## src/rtl/cpu_run_ctrl.sv

```systemverilog
// Run controller for cpu_top: sequences core reset, watches retire/store buses,
// and latches how and when the run ended (tohost store, PC self-loop, or timeout).
//
// state  | meaning
// RESET  | core held in reset, hold counter running
// RUN    | core released, counters and termination checks active
// PASS   | tohost store of 1 seen
// FAIL   | tohost store of a non-zero, non-one value seen
// HALT   | PC self-loop or cycle timeout
module cpu_run_ctrl #(
  parameter int              XLEN         = 32,
  parameter int              CNT_W        = 32,
  parameter int              RESET_CYCLES = 2,
  parameter int              MAX_CYCLES   = 850,
  parameter logic [XLEN-1:0] TOHOST_ADDR  = 32'h0000_1000,
  parameter int              LOOP_LIMIT   = 4
) (
  input  logic             clk,
  input  logic             rst,
  input  logic [XLEN-1:0]  pc_addr,
  input  logic             we_regs,
  input  logic [4:0]       w_regs_addr,
  input  logic [XLEN-1:0]  w_regs_data,
  input  logic             mem_we,
  input  logic [XLEN-1:0]  mem_addr,
  input  logic [XLEN-1:0]  mem_wdata,
  output logic             core_rst,
  output logic             running,
  output logic             done,
  output logic             pass,
  output logic [1:0]       status,
  output logic [XLEN-1:0]  fail_code,
  output logic [CNT_W-1:0] cycle_count,
  output logic [CNT_W-1:0] retire_count,
  output logic [XLEN-1:0]  gp_value
);

  typedef enum logic [2:0] {
    S_RESET = 3'd0,
    S_RUN   = 3'd1,
    S_PASS  = 3'd2,
    S_FAIL  = 3'd3,
    S_HALT  = 3'd4
  } state_e;

  localparam int               LW        = $clog2(LOOP_LIMIT + 1);
  localparam logic [7:0]       HOLD_LAST = 8'(RESET_CYCLES - 1);
  localparam logic [7:0]       HOLD_ONE  = 8'd1;
  localparam logic [LW-1:0]    LOOP_LAST = LW'(LOOP_LIMIT - 2);
  localparam logic [LW-1:0]    LOOP_ONE  = LW'(1);
  localparam logic [CNT_W-1:0] CYC_LAST  = CNT_W'(MAX_CYCLES - 1);
  localparam logic [CNT_W-1:0] CNT_ONE   = CNT_W'(1);
  localparam logic [CNT_W-1:0] CNT_MAX   = '1;
  localparam logic [XLEN-1:0]  DATA_ONE  = XLEN'(1);

  state_e           state_q, state_d;
  logic [7:0]       hold_q, hold_d;
  logic [LW-1:0]    loop_q, loop_d;
  logic [XLEN-1:0]  prev_pc_q, prev_pc_d;
  logic [1:0]       status_q, status_d;
  logic [XLEN-1:0]  fail_code_q, fail_code_d;
  logic [CNT_W-1:0] cycle_q, cycle_d;
  logic [CNT_W-1:0] retire_q, retire_d;
  logic [XLEN-1:0]  gp_q, gp_d;

  logic pc_same;
  logic tohost_hit;

  assign pc_same    = (pc_addr == prev_pc_q);
  assign tohost_hit = mem_we && (mem_addr == TOHOST_ADDR);

  always_ff @(posedge clk) begin
    if (rst) begin
      state_q     <= S_RESET;
      hold_q      <= '0;
      loop_q      <= '0;
      prev_pc_q   <= '0;
      status_q    <= '0;
      fail_code_q <= '0;
      cycle_q     <= '0;
      retire_q    <= '0;
      gp_q        <= '0;
    end else begin
      state_q     <= state_d;
      hold_q      <= hold_d;
      loop_q      <= loop_d;
      prev_pc_q   <= prev_pc_d;
      status_q    <= status_d;
      fail_code_q <= fail_code_d;
      cycle_q     <= cycle_d;
      retire_q    <= retire_d;
      gp_q        <= gp_d;
    end
  end

  // Counters and monitors only move in RUN; terminal states freeze everything.
  always_comb begin
    hold_d    = hold_q;
    loop_d    = loop_q;
    prev_pc_d = prev_pc_q;
    cycle_d   = cycle_q;
    retire_d  = retire_q;
    gp_d      = gp_q;
    if (state_q == S_RESET) begin
      hold_d = hold_q + HOLD_ONE;
    end else if (state_q == S_RUN) begin
      cycle_d   = (cycle_q == CNT_MAX) ? cycle_q : cycle_q + CNT_ONE;
      prev_pc_d = pc_addr;
      loop_d    = pc_same ? loop_q + LOOP_ONE : '0;
      if (we_regs) begin
        retire_d = (retire_q == CNT_MAX) ? retire_q : retire_q + CNT_ONE;
        if (w_regs_addr == 5'd3) gp_d = w_regs_data;
      end
    end
  end

  always_comb begin
    state_d     = state_q;
    status_d    = status_q;
    fail_code_d = fail_code_q;
    case (state_q)
      S_RESET: begin
        if (hold_q == HOLD_LAST) state_d = S_RUN;
      end
      S_RUN: begin
        // A tohost store of 0 is the test clearing the mailbox, not a result.
        if (tohost_hit && (mem_wdata == DATA_ONE)) begin
          state_d  = S_PASS;
          status_d = 2'd1;
        end else if (tohost_hit && (mem_wdata != '0)) begin
          state_d     = S_FAIL;
          status_d    = 2'd1;
          fail_code_d = mem_wdata >> 1;
        end else if (pc_same && (loop_q == LOOP_LAST)) begin
          state_d  = S_HALT;
          status_d = 2'd2;
        end else if (cycle_q == CYC_LAST) begin
          state_d  = S_HALT;
          status_d = 2'd3;
        end
      end
      default: ;
    endcase
  end

  always_comb begin
    core_rst     = (state_q != S_RUN);
    running      = (state_q == S_RUN);
    done         = (state_q == S_PASS) || (state_q == S_FAIL) || (state_q == S_HALT);
    pass         = (state_q == S_PASS);
    status       = status_q;
    fail_code    = fail_code_q;
    cycle_count  = cycle_q;
    retire_count = retire_q;
    gp_value     = gp_q;
  end

endmodule
```

## config.mk

```make
export PLATFORM = sky130hd
export DESIGN_NAME = cpu_run_ctrl
export DESIGN_NICKNAME = d
export VERILOG_FILES = /design/src/rtl/cpu_run_ctrl.sv
export SDC_FILE = /design/constraint.sdc
export NUM_CORES = 1
export LEC_CHECK = 0
export ABC_AREA = 1
export CAP_MARGIN = 20
export CORE_UTILIZATION = 51
export CTS_CLUSTER_SIZE = 25
export DETAILED_ROUTE_END_ITERATION = 7
export GPL_ROUTABILITY_DRIVEN = 0
export GPL_TIMING_DRIVEN = 0
export HOLD_SLACK_MARGIN = 0.1
export PLACE_DENSITY = 0.86
export SLEW_MARGIN = 5
export SYNTH_ARGS = -nofsm -noshare
export SYNTH_HDL_FRONTEND = slang
export SYNTH_SLANG_ARGS = --single-unit
```

## constraint.sdc

```tcl
create_clock -name clk -period 3.55 [get_ports clk]
set_clock_uncertainty 0.15 [all_clocks]
set_input_delay 0.5325 -clock clk [delete_from_list [all_inputs] [get_ports clk]]
set_output_delay 0.5325 -clock clk [all_outputs]
set_load 0.1 [all_outputs]
```

==> metrics.yaml, run 1 <==
hold_violations: 0
cts_root_buffer: "clkbuf_16"
path_clk_slew_ps: 70
synth_edf_count: 0
drt_iter0_markers: 653
ys.warnings.count: 0
antenna_found_initial: 0
setup_viol: 0
antenna_cells: 0
ir_worst_vdd_mv: 0.392
synthesis.nets: 1473
cts_inserted_buffers: 17
grtUsageMet2: 0.540
vias: 9890
die_area_mm2: 0.0181
start_util: 0.521
areaGrowthSynthToFinish_pct: 39.3
fin_crit_ps: 3130
vias_per_cell: 5.33
nFillCells: 1436
cts_tree: "built"
status: "finished, final reports clean"
synth_area_mm2: 0.00897
drcViolationCount: 0
io_buffer_count: 268
io_pins: 271
finalSetupTns_ps: 0
slew_headroom: 0.258
fin_crit_sh: 0.882
grtUsageMet1: 0.350
max_stage_delay_ps: 540
drive_gt1_frac: 0.0528
required_ps: 2870
power.leakage_nw: 4.69
synth-async-reset-ratio: 0
track_usage: 0.305
cts.sinks: 175
first_pass_iters: 5
grtUsageMet3: 0.0691
cts_hold_buf: 0
die_h_um: 135
yosysSeqAreaShare: 0.390
crit_top_cell: "clkbuf_1"
slew_viol_final: 0
cp_cell_sequence: "nor2_1, nand2_1, clkbuf_1, clkbuf_1, clkbuf_2"
syn_inst: 1329
grt_pass1_vias: 9158
grt_first_pass_wirelength_um: 44000
cap_viol_max_count: 0
overflow: 0
crit_type: "register to primary output"
start_kind: "register"
netlist-cell-type-count: 40
hpwl_um: 21200
synth-seq-cells: 175
cts_buffer_depth: 2
clk_latency_ps: 430
rsz0062_at_grt: "no"
routedWlPerCell_um: 15.1
drt-total-wl_um: 28000
critPathSlowestCell: "clkbuf_2"
crit_arrival_ps: 2450
worst_setup_path_end_kind: "primary output"
grt_max_degree: 18
placementRows: 48
core-area_mm2: 0.0172
setup_ws_ps: 420
postRouteAntennaNets: 0
crit_fanout: 10
max_freq_ghz: 0.320
ys.flop_type: "dfxtp_1"
max_slew.worst_pin.slew_ps: 1110
hold_class: "register to register"
grt_busiest_layer: "met2"
place_ws_ps: 147
powerDensity_mw_per_mm2: 442
nets: 1760
htreeDepth: 4
die_width_um: 135
avgSynthCellArea_um2: 6.75
[logic make-up (layout without fill, tap and decap cells)]
group | Yosys count | after routing | synth area share
compound gates | 206 | 206 | 0.117
buf+inv | 179 | 479 | 0.0824
flops | 175 | 175 | 0.390
simple gates | 711 | 711 | 0.351
xor+xnor | 50 | 50 | 0.0488
fa+ha+maj | 7 | 7 | 0.00976
other cells | 1 | 1 | 0.000418
[final timing paths]
path	startpoint	end	slack, ps	cells after the start
setup / recovery	state_q[1]	core_rst	420	5
hold / removal	status[0]	status[0]	320	2
setup reg to reg	cycle_count[0]	cycle_count[0]	1080	11
hold reg to reg	status[0]	status[0]	320	2
[through the flow]
step	total power, mW	hold slack (ps)	cell area, um2	std cells	util
floorplan	3.22	294	8970	1329	-
global placement	3.65	301	11900	1822	0.693
detailed placement	3.70	309	11900	1822	0.693
CTS	5.54	319	12500	1854	0.726
global route	5.78	344	12500	1854	0.725
finish	5.53	318	12500	1854	0.725
[cells in the mapped netlist (2+ instances only)]
library cell / number / area (um2)
inv_2: 2 / 7.51
clkbuf_1: 29 / 109
nor2_1: 276 / 1040
o21ai_0: 116 / 581
inv_1: 125 / 469
and3_1: 3 / 18.8
nand4_1: 29 / 181
xor2_1: 26 / 228
nand2_1: 233 / 875
buf_4: 5 / 37.5
buf_1: 4 / 15.0
and2_1: 2 / 12.5
nor4_1: 6 / 37.5
nor3b_1: 7 / 52.6
xnor2_1: 24 / 210
nor2_4: 2 / 22.5
nand3_1: 58 / 290
buf_2: 9 / 45.0
o21a_1: 6 / 45.0
nor3_2: 6 / 60.1
nor3_4: 2 / 32.5
dfxtp_1: 175 / 3500
nor3_1: 63 / 315
nand2_2: 5 / 31.3
nor3b_2: 4 / 50.1
a21oi_1: 77 / 385
buf_6: 5 / 56.3
ha_1: 7 / 87.6
nand3b_1: 2 / 15.0
nand3_2: 4 / 40.0
nor2_2: 4 / 25.0
o21ai_1: 5 / 25.0
[registers in the layout, summed over array words and instances, names as in the netlist]
signal        count
cycle_count      32
gp_value         32
prev_pc_q        32
retire_count     32
fail_code        31
hold_q            8
loop_q            3
state_q           3
status            2
[final cells by class]
cell class                 count  area (um2)  area share
buffer                        52         263      0.0210
clock buffer                  17         425      0.0340
clock inverter                15         150      0.0120
inverter                     127         477      0.0381
multi-input combinational    975        4730       0.378
sequential                   175        3500       0.280
tap                          225         282      0.0225
timing repair buffer         268        2670       0.214
[routing by layer]
layer | up-vias | share of wire | wire, um
li1 | 4865 | - | -
met2 | 481 | 0.48 | 13500
met5 | - | 0 | 0
met4 | 0 | 0.031 | 877
met1 | 4470 | 0.40 | 11000
met3 | 74 | 0.092 | 2570
[layout by cell type (no fill, tap or decap), types with 3 or more instances in the layout]
cell	synthesis	layout
nand3_1	58	58
buf_4	5	5
dfxtp_1	175	175
buf_1	4	4
nand4_1	29	29
nor3b_2	4	4
nor2_2	4	4
nor2_1	276	276
xnor2_1	24	24
o21ai_1	5	5
inv_1	125	125
nor3_2	6	6
clkdlybuf4s50_1	0	266
inv_6	0	5
xor2_1	26	26
nor3b_1	7	7
buf_6	5	5
ha_1	7	7
o21ai_0	116	116
nand2_1	233	233
nand3_2	4	4
o21a_1	6	6
clkbuf_16	0	17
nor4_1	6	6
clkinvlp_4	0	6
nor3_1	63	63
and3_1	3	3
buf_2	9	9
nand2_2	5	5
clkbuf_1	29	29
a21oi_1	77	77
[repair_timing]
action | CTS | global route
buffers inserted | 0 | 0
endpoints found under the setup margin | 2 | 2
pin swaps | 0 | 0
gates resized for setup | 3 | 3
[critical path: cells and delay by family, from the launching register on]
family | cells | cell delay [ps]
buffers and inverters | 3 | 1370
DFF | 1 | 380
and+or+nand+nor | 2 | 260
[power breakdown]
part / internal, mW / leakage (nW) / switching (mW)
clock: 0.987 / 0.263 / 0.864
combinational: 0.504 / 3.01 / 0.915
sequential: 2.12 / 1.42 / 0.134
total: 3.61 / 4.69 / 1.91
Note: power is estimated with default switching activity, not from simulation.
==> run 2, diff against run 1 <==
Settings changed: MAX_ROUTING_LAYER set to met4.
==> run 2 against run 1 <==
- non-clock buffer count unchanged
- cell area is the same
- largest cell class unchanged
- global-route usage grew 0.93 points
- fmax rose by 0.12%
==> metrics.yaml, run 2 (synthesized netlist as in run 1, its figures left out) <==
reg2reg_depth: 11  # unchanged
holdPathStages: 2  # unchanged
grt_first_pass_wirelength_um: 44000  # about the same
powerDensity_mw_per_mm2: 442  # about the same
antenna_cells: 0  # unchanged
cap_viol_max_count: 0  # unchanged
crit_top_cell: "clkbuf_1"
cts_buffer_depth: 2  # unchanged
core-area_mm2: 0.0172  # unchanged
fin_crit_sh: 0.881  # -0.00109
antenna_found_initial: 0  # unchanged
die_area_mm2: 0.0181  # unchanged
grt_pass1_vias: 9150  # -0.087%
path_clk_slew_ps: 70  # about the same
cts_root_buffer: "clkbuf_16"
first_pass_iters: 7  # +2
rrSetupSlack_ps: 1090  # about the same
postPlaceCellArea_mm2: 0.0119  # unchanged
cts.sinks: 175  # unchanged
max_slew.worst_pin.slew_ps: 1110  # -0.0655 ps
die_h_um: 135  # unchanged
postRouteAntennaNets: 0  # unchanged
nets: 1760  # unchanged
hold_violations: 0  # unchanged
cp_cell_sequence: "nor2_1, nand2_1, clkbuf_1, clkbuf_1, clkbuf_2"
drt-total-wl_um: 28000  # +0.16%
slew_headroom: 0.258  # about the same
max_stage_delay_ps: 540  # about the same
final_area_mm2: 0.0125  # unchanged
drive_gt1_frac: 0.0528  # unchanged
start_kind: "register"
fin_crit_ps: 3130  # -3.87 ps
hpwl_um: 21200  # unchanged
clk_latency_ps: 430  # about the same
placementRows: 48  # unchanged
r2r_end: "cycle_count[0]"
cts_tree: "built"
htreeDepth: 4  # unchanged
hold_path_end: "status[0]"
cts_inserted_buffers: 17  # unchanged
multi_input_area_mm2: 0.00473  # unchanged
track_usage: 0.314  # +0.00929
overflow: 0  # unchanged
drcViolationCount: 0  # unchanged
finalSetupTns_ps: 0  # unchanged
routedWlPerCell_um: 15.1  # +0.16%
crit_fanout: 10  # unchanged
max_freq_ghz: 0.320  # +0.12%
rsz0062_at_grt: "no"
power_mw: 5.53  # about the same
place_ws_ps: 147  # unchanged
grt_max_degree: 18  # unchanged
crit_arrival_ps: 2440  # about the same
hp-start: "status[0]"
ir_worst_vdd_mv: 0.392  # about the same
cts_hold_buf: 0  # unchanged
slew_viol_final: 0  # unchanged
nFillCells: 1436  # unchanged
critPathSlowestCell: "clkbuf_2"
setup_viol: 0  # unchanged
setup_ws_ps: 424  # +3.88 ps
die_width_um: 135  # unchanged
io_buffer_count: 268  # unchanged
mostFrequentLayoutCell: "nor2_1"
cts_setup_buffers: 0  # unchanged
final_cell_mix: "nor2_1 (276), clkdlybuf4s50_1 (266), nand2_1 (233)"
hold_ws_ps: 318  # +0.0250 ps
areaGrowthSynthToFinish_pct: 39.3  # unchanged
required_ps: 2870  # about the same
start_util: 0.521  # unchanged
io_pins: 271  # unchanged
drt_iter0_markers: 723  # +11%
hold_class: "register to register"
seq_area_mm2: 0.00350  # unchanged
vias_per_cell: 5.38  # +0.84%
worst_setup_path_end_kind: "primary output"
status: "finished, final reports clean"
vias: 9973  # +0.84%
crit_type: "register to primary output"
r2r-start: "cycle_count[0]"
power.leakage_nw: 4.69  # unchanged
run 2: through the flow:
step                      utilization  std cells
final                           0.725       1854
after detailed placement        0.693       1822
after floorplan                     -       1329
after global placement          0.693       1822
after CTS                       0.726       1854
after global routing            0.725       1854
run 2: how the worst max path moves through the flow:
stage | slack (ps) | from | end | cells past startpoint
2_1_floorplan | 710 | cycle_count[0] | cycle_count[0] | 11
3_3_place_gp | 180 | state_q[1] | core_rst | 5
3_5_place_dp | 150 | state_q[1] | core_rst | 5
4_1_cts | 10 | state_q[1] | core_rst | 5
5_1_grt | 240 | state_q[1] | core_rst | 5
6_report | 420 | state_q[1] | core_rst | 5
run 2: repair_timing:
item / 4_1_cts / 5_1_grt
pin swaps: 0 / 0
resized for setup: 3 / 3
endpoints found under the hold margin: 0 / 0
endpoints found under the setup margin: 2 / 2
run 2: layout make-up:
type	instances	area share
Timing Repair Buffer	268	0.214
Clock inverter	15	0.0120
Buffer	52	0.0210
Multi-Input combinational cell	975	0.378
Inverter	127	0.0381
Clock buffer	17	0.0340
Sequential cell	175	0.280
Tap cell	225	0.0225
run 2: critical path: cells and delay by family, from the launching register on:
family                 cells  cell delay [ps]
flip-flops                 1              380
buffers and inverters      3             1370
AND/OR/NAND/NOR            2              260
run 2: layer usage:
layer / share of wire / vias up / global-route usage
met1: 0.40 / 4547 / 0.356
met3: 0.086 / 78 / 0.0601
li1: - / 4864 / -
met4: 0.034 / 0 / 0.129
met2: 0.48 / 484 / 0.541
met5: 0 / - / -
run 2: power by group:
group | internal [mW] | total, mW | switching (mW)
registers | 2.12 | 2.26 | 0.134
logic | 0.504 | 1.42 | 0.914
clock network | 0.987 | 1.85 | 0.865
==> RTL change 1: new RTL, flow settings as in run 2 <==
Re-encode `state_e` (5 states) as one-hot, 5 bits wide.
--- a/src/rtl/cpu_run_ctrl.sv
+++ b/src/rtl/cpu_run_ctrl.sv
@@ -37,8 +37,8 @@
 
-  typedef enum logic [2:0] {
-    S_RESET = 3'd0,
-    S_RUN   = 3'd1,
-    S_PASS  = 3'd2,
-    S_FAIL  = 3'd3,
-    S_HALT  = 3'd4
+  typedef enum logic [4:0] {
+    S_RESET = 5'b00001,
+    S_RUN   = 5'b00010,
+    S_PASS  = 5'b00100,
+    S_FAIL  = 5'b01000,
+    S_HALT  = 5'b10000
   } state_e;
Behaviour: same outputs for any inputs over 4 cycles, from zero or initial values and one cycle with rst high; so few cycles prove little.
==> RTL change 1 against run 2 <==
- maximum frequency fell by 6.9%
- cell area shrank 1.9%
- wire length shrank 7.7%
- hold slack got worse by 3.4 ps
- sequential cell count up 2
- first-iteration DRC count decreased by 22%
- worst setup slack lost 230 ps
- non-clock buffer count down 3
- synthesized area down 2.4%
- highest routed layer unchanged
Power is not compared: it rests on default switching activity, and its combinational part moved more than twofold at a synthesized area within 25%.
==> RTL change 1: results (changes against run 2) <==
synthesis:
  syn_nets: 1454  # -1.3%
  syn-instance-count: 1310  # -1.4%
  synth-seq-area-share_pct: 40.45  # +1.4 points
  synth_cell_types: 39  # -2.5%
  synth_area_leaders: "dfxtp_1 40%, nor2_1 14%, nand2_1 10%"
  synth-adder-area-share_pct: 0.9997  # +0.024 points
  synth_compound_area_share_pct: 11.07  # -0.65 points
  synth_common_cells: "335 x nor2_1, 245 x nand2_1, 177 x dfxtp_1, 113 x inv_1, 82 x o21ai_0"
  synth_xor_area_share_pct: 3.899  # -0.98 points
global_route:
  grt_use_met2_pct: 49.59  # -4.5 points
  use_met1_pct: 36.33  # +0.72 points
  grt_first_pass_wirelength_mm: 41.59  # -5.4%
  use_met3_pct: 5.785  # -0.22 points
  grt_pass1_vias: 8732  # -4.6%
final_layout:
  signal_buffers: 317  # -0.94%
  multi_input_area_share_pct: 36.79  # -1.0 points
  seq_cells: 177  # +1.1%
  seq_share_pct: 28.89  # +0.87 points
  finalCoreUtilization_pct: 73.43  # +0.90 points
  clkCellAreaFrac_pct: 4.499  # -0.10 points
  nets: 1741  # -1.1%
  n_fill_cell: 1356  # -5.6%
  drive_above_1_share_pct: 5.404  # +0.12 points
  clock_buffers: 18  # +1
  final-nonclk-buf-share_pct: 23.93  # +0.46 points
  inv_count: 119  # -6.3%
  multi_input_cells: 965  # -1.0%
status:
  status: "finished, final reports clean"
timing:
  tightest_slew_ps: 1044  # -64.91 ps
  whs_ps: 314.9  # -3.414 ps
worst_setup_path:
  arrival_ps: 2670  # +230 ps
  reg2reg_to: "cycle_count[4]"
  reg2reg_slack_ps: 1220  # +130 ps
  max_stage_delay_ps: 910  # +370 ps
  crit_slowest_cell: "dlygate4sd2_1"
route:
  routed-wl-met3_mm: 1.642  # -31%
  drt-pass1-iter-count: 6  # -1
  wl_mm: 25.86  # -7.7%
  met2WireLength_mm: 12.57  # -6.5%
  vias: 9421  # -5.5%
  drt-initial-drc-count: 563  # -22%
  wl_met1_mm: 10.94  # -2.5%
  vias_per_cell: 5.148  # -4.3%
min_path:
  hold_path_end: "status[1]"
  min_from: "status[1]"
placed_design:
  dpl.hpwl_mm: 19.78  # -6.5%
  dpl.cell_count: 1798  # -1.3%
-- RTL change 1: cell types whose count changed in the layout (fill, tap and decap cells not counted), moves of 6 or more --
cell / run 2 / this run
a21oi_1: 77 / 66
nor2_2: 4 / 10
nor2_1: 276 / 335
xor2_1: 26 / 14
nand2_1: 233 / 245
o21ai_1: 5 / 31
o21ai_0: 116 / 82
nand4_1: 29 / 21
nor3_1: 63 / 27
inv_1: 125 / 113
-- RTL change 1: power by group --
| group | total (µW) | switching (µW) | internal [µW] | leakage, µW |
|---|---|---|---|---|
| clock network | 1800 | 880 | 920 | 0.000264 |
| registers | 2110 | 58.0 | 2050 | 0.00143 |
| logic | 702 | 403 | 299 | 0.00288 |
| total | 4610 | 1340 | 3270 | 0.00457 |
-- RTL change 1: tightest hold or removal path, cell delays in order, from the launching register on --
cell and delay (ps):
dfxtp_1 310, nand2_1 60, a21oi_1 50
-- RTL change 1: timing repair --
item                       4_1_cts  5_1_grt
setup endpoints to repair        2        1
cloned                           0        0
gates resized for setup          2        2
==> RTL change 2: new RTL, config.mk and constraints of run 2 <==
Made on the original files. Set the localparam `HOLD_ONE` to 8'd0 (it was 8'd1).
--- a/src/rtl/cpu_run_ctrl.sv
+++ b/src/rtl/cpu_run_ctrl.sv
@@ -47,3 +47,3 @@
   localparam logic [7:0]       HOLD_LAST = 8'(RESET_CYCLES - 1);
-  localparam logic [7:0]       HOLD_ONE  = 8'd1;
+  localparam logic [7:0]       HOLD_ONE  = 8'd0;
   localparam logic [LW-1:0]    LOOP_LAST = LW'(LOOP_LIMIT - 2);
Behaviour: not the same (a bounded check fails within 4 cycles, from zero or initial values and one cycle with rst high).
==> RTL change 2 against run 2 <==
- sequential cell count down 8
- cell area down 2.0%
- critical path type unchanged
- hold slack worse by 6.8 ps
- global-route usage up 1.5 points
- synthesized cell count up 0.30%
- via count down 2.6%
- wire length down 0.89%
- sequential share of layout area down 0.74 points
- worst setup slack better by 15 ps
- non-clock buffer count unchanged
- highest routed layer unchanged
- synthesized area down 3.8%
Power is not compared: it rests on default switching activity, and its combinational part moved more than twofold at a synthesized area within 25%.
==> RTL change 2: results (changes against run 2) <==
status:
  status: "finished, final reports clean"
synthesis:
  synth_compound_area_share_pct: 8.766  # -2.9 points
  synth-adder-area-share_pct: 0.7244  # -0.25 points
  syn-instance-count: 1333  # +0.30%
  synth_warnings: 0  # unchanged
  synth_area_leaders: "dfxtp_1 39%, nand2_1 16%, nor2_1 12%"
  synth-seq-area-share_pct: 38.71  # -0.33 points
  syn_nets: 1475  # +0.14%
  synth_common_cells: "370 x nand2_1, 281 x nor2_1, 167 x dfxtp_1, 112 x inv_1, 80 x a21oi_1"
  synth_xor_area_share_pct: 6.187  # +1.3 points
  synthMuxAreaShare_pct: 0  # unchanged
  synth_cell_types: 34  # -15%
final_layout:
  inv_count: 120  # -5.5%
  clkCellAreaFrac_pct: 5.309  # +0.71 points
  final-nonclk-buf-share_pct: 24.08  # +0.60 points
  design_area_mm2: 0.01225  # -2.0%
  seq_share_pct: 27.28  # -0.74 points
  antennaDiodeCount: 1  # +1
  instances_no_fill: 1853  # -0.054%
  signal_buffers: 320  # unchanged
  multi_input_area_mm2: 0.004582  # -3.1%
  drive_above_1_share_pct: 4.902  # -0.38 points
  n_fill_cell: 1290  # -10%
  multi_input_cells: 995  # +2.1%
  clock_buffers: 19  # +2
route:
  drt-initial-drc-count: 1042  # +44%
  wl_mm: 27.76  # -0.89%
  drt-pass1-iter-count: 6  # -1
  vias: 9714  # -2.6%
global_route:
  grt_usage_pct: 32.93  # +1.5 points
  grt_max_degree: 17  # -1
  grt_pass1_vias: 8973  # -1.9%
  grt_first_pass_wirelength_mm: 44.40  # +1.0%
  antenna_found_initial: 1  # +1
worst_setup_path:
  max_stage_delay_ps: 560  # +20 ps
  reg2reg_to: "cycle_count[21]"
min_path:
  hold_class: "flop to flop"
  min_from: "status[1]"
  hold_path_end: "status[1]"
timing:
  whs_ps: 311.5  # -6.811 ps
  period_share_pct: 87.64  # -0.42 points
  tightest_slew_ps: 1059  # -50.36 ps
clock_tree:
  postCtsSetupRepairBufs: 0  # unchanged
  cts_root_buffer: "clkbuf_16"
  clock_sinks: 167  # -4.6%
placed_design:
  place_ws_ps: 205.8  # +58.97 ps
  placed_area_mm2: 0.01160  # -2.8%
  io_buffers: 269  # +0.37%
  dpl.hpwl_mm: 20.92  # -1.1%
floorplanning:
  taps: 220  # -2.2%
pwr:
  p_int_uw: 3316
  power_leakage_uw: 0.004735
==> RTL change 2: cell count changes after synthesis, moves of 4 or more <==
cell | before | now
o21a_1 | 6 | 0
o21ai_0 | 116 | 68
inv_2 | 2 | 8
inv_1 | 125 | 112
dfxtp_1 | 175 | 167
nor2_1 | 276 | 281
nand3_1 | 58 | 32
buf_2 | 9 | 13
nor3_1 | 63 | 34
o21ai_1 | 5 | 0
nor3b_1 | 7 | 0
nor3b_2 | 4 | 0
nand2_1 | 233 | 370
xor2_1 | 26 | 34
==> RTL change 2: timing repair <==
item / 4_1_cts / 5_1_grt
gates resized for setup: 1 / 3
gates cloned: 0 / 0
setup endpoints to repair: 1 / 2
==> RTL change 2: how the worst max path moves through the flow <==
stage / end / cells after the start / start
after floorplan: cycle_count[16] / 11 / cycle_count[0]
after global placement: running / 5 / state_q[0]
after detailed placement: running / 5 / state_q[0]
after CTS: running / 5 / state_q[0]
after global routing: running / 5 / state_q[0]
final: running / 5 / state_q[0]
==> RTL change 2: per-layer routing <==
metal	share of wire [%]	up-vias	track usage (%)
met1	42	4368	39.96
met5	0	-	-
met2	46	488	53.00
met4	4.1	0	14.41
li1	-	4755	-
met3	7.8	103	6.536
==> RTL change 2: power by group through the flow <==
stage               combinational, µW  clock (µW)  sequential, µW
floorplan                        73.4           0            1920
global placement                  259           0            1920
detailed placement                262           0            1920
CTS                               265        2070            1870
global route                      287        2160            1870
finish                            266        2050            1870
==> RTL change 2: worst max-delay path, delay by kind of cell (launching register included) <==
kind          cells  cell delay (ps)
buf+inv           4             1350
flops             1              370
simple gates      1              280
